$ cat config.mk
export PLATFORM = sky130hd
export DESIGN_NAME = hazard_issue_ctrl
export DESIGN_NICKNAME = d
export VERILOG_FILES = /design/src/rtl/hazard_issue_ctrl.sv
export SDC_FILE = /design/constraint.sdc
export NUM_CORES = 1
export LEC_CHECK = 0
export BUFFER_PORTS_ARGS = -buffer_cell sky130_fd_sc_hd__buf_4
export CORE_ASPECT_RATIO = 0.7
export CORE_MARGIN = 5
export CORE_UTILIZATION = 50
export DETAILED_ROUTE_END_ITERATION = 8
export PLACE_DENSITY = 0.72
export SETUP_SLACK_MARGIN = 0.05
export SKIP_CTS_REPAIR_TIMING = 1
export SLEW_MARGIN = 20
export SYNTH_ARGS = -nofsm -noshare
export SYNTH_HDL_FRONTEND = slang
export SYNTH_SLANG_ARGS = --single-unit
$ cat constraint.sdc
create_clock -name clk -period 2.6 [get_ports clk]
set_clock_uncertainty 0.1 [all_clocks]
set_input_delay 0.39 -clock clk [delete_from_list [all_inputs] [get_ports clk]]
set_output_delay 0.39 -clock clk [all_outputs]
set_load 0.01 [all_outputs]
$ cat src/rtl/hazard_issue_ctrl.sv
`default_nettype none
// ============================================================================
// Module   : hazard_issue_ctrl
// Purpose  : Small in-order issue controller. Instructions are loaded into a
//            buffer while idle, then issued one per cycle. A bubble is
//            inserted whenever an instruction reads a register written by
//            one of the two most recently issued instructions.
// Revision : 1.0 - initial release
// ============================================================================
module hazard_issue_ctrl #(
   parameter int DEPTH = 8
) (
   input  logic       clk,
   input  logic       rst_n,
   input  logic       in_valid,
   output logic       in_ready,
   input  logic [7:0] in_data,
   input  logic       start,
   output logic       issue_valid,
   output logic [7:0] issue_instr,
   output logic [2:0] issue_idx,
   output logic       bubble,
   output logic       busy,
   output logic       done,
   output logic [7:0] stall_count
);

   localparam int c_ptr_w = $clog2(DEPTH);

   localparam logic [1:0] c_idle  = 2'd0;
   localparam logic [1:0] c_issue = 2'd1;
   localparam logic [1:0] c_drain = 2'd2;
   localparam logic [1:0] c_done  = 2'd3;

   localparam logic [1:0] c_op_lw  = 2'b11;
   localparam logic [1:0] c_op_sw  = 2'b10;
   localparam logic [1:0] c_op_add = 2'b01;

   logic [1:0] r_state;
   logic [1:0] w_state_next;

   logic [7:0] r_buf [DEPTH];
   logic [2:0] r_wr_ptr;
   logic [2:0] r_rd_ptr;
   logic [3:0] r_count;
   logic       r_drain_cnt;
   logic [7:0] r_stall_cnt;

   // In-flight tracker: slot 1 issued one cycle ago, slot 2 two cycles ago
   logic       r_s1_valid;
   logic [2:0] r_s1_dst;
   logic       r_s2_valid;
   logic [2:0] r_s2_dst;

   logic [7:0] w_cur;
   logic [1:0] w_op;
   logic [2:0] w_ra;
   logic [2:0] w_rb;
   logic       w_reads_a;
   logic       w_reads_b;
   logic       w_writes;
   logic       w_hit_a;
   logic       w_hit_b;
   logic       w_hazard;
   logic       w_issue_ok;
   logic       w_last;
   logic       w_load;
   logic       w_start_ok;

   assign w_cur = r_buf[r_rd_ptr[c_ptr_w-1:0]];
   assign w_op  = w_cur[7:6];
   assign w_ra  = w_cur[5:3];
   assign w_rb  = w_cur[2:0];

   assign w_reads_a = (w_op == c_op_lw) || (w_op == c_op_add) || (w_op == c_op_sw);
   assign w_reads_b = (w_op == c_op_sw);
   assign w_writes  = (w_op == c_op_lw) || (w_op == c_op_add);

   assign w_hit_a  = (r_s1_valid && (r_s1_dst == w_ra)) || (r_s2_valid && (r_s2_dst == w_ra));
   assign w_hit_b  = (r_s1_valid && (r_s1_dst == w_rb)) || (r_s2_valid && (r_s2_dst == w_rb));
   assign w_hazard = (w_reads_a && w_hit_a) || (w_reads_b && w_hit_b);

   assign w_issue_ok = (r_state == c_issue) && !w_hazard;
   assign w_last     = w_issue_ok && ({1'b0, r_rd_ptr} == (r_count - 4'd1));
   assign w_load     = (r_state == c_idle) && in_valid && (r_count < 4'(DEPTH));
   assign w_start_ok = (r_state == c_idle) && start && (r_count != 4'd0);

   // State register
   always_ff @(posedge clk) begin
      if (!rst_n) r_state <= c_idle;
      else        r_state <= w_state_next;
   end

   // Next-state decode
   always_comb begin
      w_state_next = r_state;
      case (r_state)
         c_idle:  if (w_start_ok) w_state_next = c_issue;
         c_issue: if (w_last) w_state_next = c_drain;
         c_drain: if (r_drain_cnt) w_state_next = c_done;
         default: w_state_next = c_idle;
      endcase
   end

   // Outputs decoded from registered state, buffer and tracker only
   always_comb begin
      in_ready    = (r_state == c_idle) && (r_count < 4'(DEPTH));
      issue_valid = (r_state == c_issue);
      bubble      = (r_state == c_issue) && w_hazard;
      issue_instr = w_issue_ok ? w_cur : 8'h00;
      issue_idx   = w_issue_ok ? r_rd_ptr : 3'd0;
      busy        = (r_state != c_idle);
      done        = (r_state == c_done);
      stall_count = r_stall_cnt;
   end

   // Instruction buffer storage; contents need no reset
   always_ff @(posedge clk) begin
      if (w_load) r_buf[r_wr_ptr[c_ptr_w-1:0]] <= in_data;
   end

   // Pointers, occupancy, in-flight tracker and stall counter
   always_ff @(posedge clk) begin
      if (!rst_n) begin
         r_wr_ptr    <= 3'd0;
         r_rd_ptr    <= 3'd0;
         r_count     <= 4'd0;
         r_drain_cnt <= 1'b0;
         r_stall_cnt <= 8'd0;
         r_s1_valid  <= 1'b0;
         r_s1_dst    <= 3'd0;
         r_s2_valid  <= 1'b0;
         r_s2_dst    <= 3'd0;
      end else begin
         r_drain_cnt <= (r_state == c_drain) ? ~r_drain_cnt : 1'b0;
         if (w_load) begin
            r_wr_ptr <= r_wr_ptr + 3'd1;
            r_count  <= r_count + 4'd1;
         end
         if (w_start_ok) begin
            r_rd_ptr    <= 3'd0;
            r_stall_cnt <= 8'd0;
            r_s1_valid  <= 1'b0;
            r_s2_valid  <= 1'b0;
         end
         if ((r_state == c_issue) || (r_state == c_drain)) begin
            r_s2_valid <= r_s1_valid;
            r_s2_dst   <= r_s1_dst;
            r_s1_valid <= w_issue_ok && w_writes;
            r_s1_dst   <= w_rb;
         end
         if (w_issue_ok) r_rd_ptr <= r_rd_ptr + 3'd1;
         if ((r_state == c_issue) && w_hazard && (r_stall_cnt != 8'hFF))
            r_stall_cnt <= r_stall_cnt + 8'd1;
         if (r_state == c_done) begin
            r_count  <= 4'd0;
            r_wr_ptr <= 3'd0;
         end
      end
   end

endmodule
`default_nettype wire

==> reports/summary.txt <==
Status = complete, but fails checks
Clk_lat worst skew = 340 ps
DRC errors left = 0
Port bufs = 35
Mapped Avg Cell Area = 12.09 sq um
Area share of the largest cell type after synthesis = 0.4490
Top-count cell post-synth = edfxtp_1
Final Hold Fails = 0
Routed met1 length = 4445 um
Clock tree sinks = 96
Horiz. Die Dim = 120.6 um
WS Path Type = register to primary output
Nets = 455
Non-filler cells, final = 543
I/O pin cnt = 36
H-tree levels = 3
Clock tree root buffer cell = clkbuf_16
Vias = 3059
GP Congestion = 0.8838
Slew HR = 0.2261
Via density = 5.634
Layout cell share with drive strength beyond 1 = 0.2968
Startpoint type of the worst setup path = register
Met3 Wirelength = 732 um
Diodes inserted = 0
CTS tree = yes
# setup viols final = 29
Net Sw Frac = 0.3228
Vias in the first global route = 2935
Maxcap violations = 0
Post-synth EDFFs = 64
Wire per inst = 18.13 um
GRT Overall Usage = 0.1896
Synth-to-layout area growth = 28.94%
Worst slew pin tran = 1155 ps
Largest net degree at the start of global routing = 19
Initial DRT Pass Iterations = 5
Yosys warns = 0
Core area = 8408 sq um
Remaining Overflow, GRT = 0
Met2 wire length = 4583 um
Max Clock Freq = 0.3123 GHz
Unique masters post-synth = 47
Final WL = 9844 um
Internal power = 3.364 mW
Starting Density = 0.5091
Power Density = 899.9 nW/um^2
Sequential share of power = 0.392
Syn_nets = 376
Num CTS Buffers = 9
Final HPWL DP = 6608 um
Die area = 10540 sq um
Clock slew at reported path FFs = 60 ps
Final Util = 0.6564
Sequential share of the synthesized area = 0.5987
Initial antenna violation count = 0
Critical Path End Type = primary output
Top cells by area, synth = edfxtp_1 45%, dfxtp_1 15%, mux2i_1 8.2%
VDD IR max = 0.4655 mV
Setup ws final = -602.4 ps
Vert. Die Dim = 87.41 um
Commonest cells in the netlist = 64 x edfxtp_1, 38 x nor2_1, 35 x mux2i_1, 34 x nand2_1, 32 x dfxtp_1
DRT iter0 DRCs = 245
Clock power share = 0.257
Final Max Slew Viols = 0
Hold Path Class = input pin to register
Highest Signal Layer = met4
RSZ-0062 raised after global routing = true
Main synth FF type = edfxtp_1
CTS Buffer Depth = 2
Worst EP required = 2110 ps
Final TNS setup = -10930 ps
Row Count = 28
Global-route wire length before repair = 15260 um
Post-route ant nets = 0
Combinational power share = 0.351
Crit path max fanout = 5
Cell count after synthesis = 354
Final Cycle Share = 1.232
Post-synth top area cell = edfxtp_1
Synth Register Bits = 96
Placed cell count = 522
Post-Syn Area = 4280 sq um
Crit path DAT = 2710 ps
R2R Setup Slk = -530 ps
Leakage = 2.023 nW
Final critical-path required period = 3202 ps
Failing checks = setup timing
Synth async-reset ratio = 0
P_sw = 1.603 mW
-- through the flow --
| step | worst slack (ps) | total power, mW | instance area [sq um] | hold slack, ps |
|---|---|---|---|---|
| after floorplan | -118.2 | 2.936 | 4310 | 367.7 |
| after global placement | -299.3 | 3.484 | 4959 | 384.9 |
| after detailed placement | -370.3 | 3.520 | 4959 | 399.9 |
| after CTS | -756.2 | 4.800 | 5248 | 168.7 |
| after global routing | -700.6 | 5.214 | 5519 | 167.0 |
| final | -602.4 | 4.967 | 5519 | 178.8 |
-- path summary, 6_finish.rpt --
| kind | end | depth (start not counted) | startpoint |
|---|---|---|---|
| min reg2reg | r_state[0] | 2 | r_state[0] |
| max | bubble | 10 | register |
| max reg2reg | stall_count[0] | 12 | register |
| min | r_buf[3][5] | 1 | in_data[5] |
-- worst max-delay path, stage by stage (launching register included) --
cell and delay (ps):
dfxtp_4 380, buf_12 140, mux2i_4 180, a22oi_2 170
nand2_2 130, xnor2_2 150, or4_4 560, a41o_4 340
buf_6 130, nor2_4 70, buf_6 110
-- layout make-up --
cell class | instances | area, sq um
fill | 613 | 2889
sequential | 96 | 2566
multi-input combinational | 231 | 1794
timing repair buffer | 83 | 693.2
clock buffer | 10 | 229.0
tap | 105 | 131.4
clock inverter | 6 | 60.06
inverter | 12 | 45.04
-- per-layer routing --
| metal | vias to the layer above | GRT usage |
|---|---|---|
| met5 | - | 0 |
| met4 | 0 | 0.03807 |
| met3 | 9 | 0.05714 |
| met2 | 103 | 0.2960 |
| met1 | 1484 | 0.2650 |
| li1 | 1463 | - |
-- cells in the final DEF, fill, tap and decap left out, drive strengths merged, types with 2 or more instances in the layout --
master,instances
clkinv,4
nor3,6
o311ai,7
buf,81
a22oi,14
nor4,2
and2,3
nand4,7
a41oi,2
or2,2
nand2b,3
ha,10
o31ai,2
nor2,38
mux4,2
nor2b,2
o211ai,2
clkbuf,12
edfxtp,64
xnor2,10
nand2,35
dfxtp,32
inv,12
a21oi,8
or4,4
nand3,9
and3,3
a41o,2
xor2,11
mux2i,35
-- flip-flops by register name (all words and copies together), names as in the netlist, named ones only --
signal / cells
r_s1_dst: 3
r_buf: 64
stall_count: 8
r_s1_valid: 1
r_wr_ptr: 3
r_drain_cnt: 1
r_s2_valid: 1
r_state: 2
r_s2_dst: 3
r_rd_ptr: 3
r_count: 4
-- kinds of logic (layout without fill, tap and decap cells) --
| group | after synthesis | after routing | synth area share |
|---|---|---|---|
| adders and majority gates | 10 | 10 | 0.02923 |
| xor gates and xnor gates | 21 | 21 | 0.04297 |
| buffers and inverters | 27 | 111 | 0.02806 |
| DFF | 96 | 96 | 0.5987 |
| AOI/OAI and AO/OA | 47 | 47 | 0.08214 |
| and+or+nand+nor | 116 | 116 | 0.1266 |
| muxes | 37 | 37 | 0.09237 |
-- power by group through the flow --
| stage | registers (mW) | clock network [mW] | logic [mW] |
|---|---|---|---|
| 2_1_floorplan | 1.92 | 0 | 1.02 |
| 3_3_place_gp | 1.95 | 0 | 1.54 |
| 3_5_place_dp | 1.95 | 0 | 1.57 |
| 4_1_cts | 1.92 | 1.30 | 1.58 |
| 5_1_grt | 1.97 | 1.35 | 1.89 |
| 6_report | 1.95 | 1.28 | 1.74 |
No activity file was read; power rests on OpenSTA's default activity.
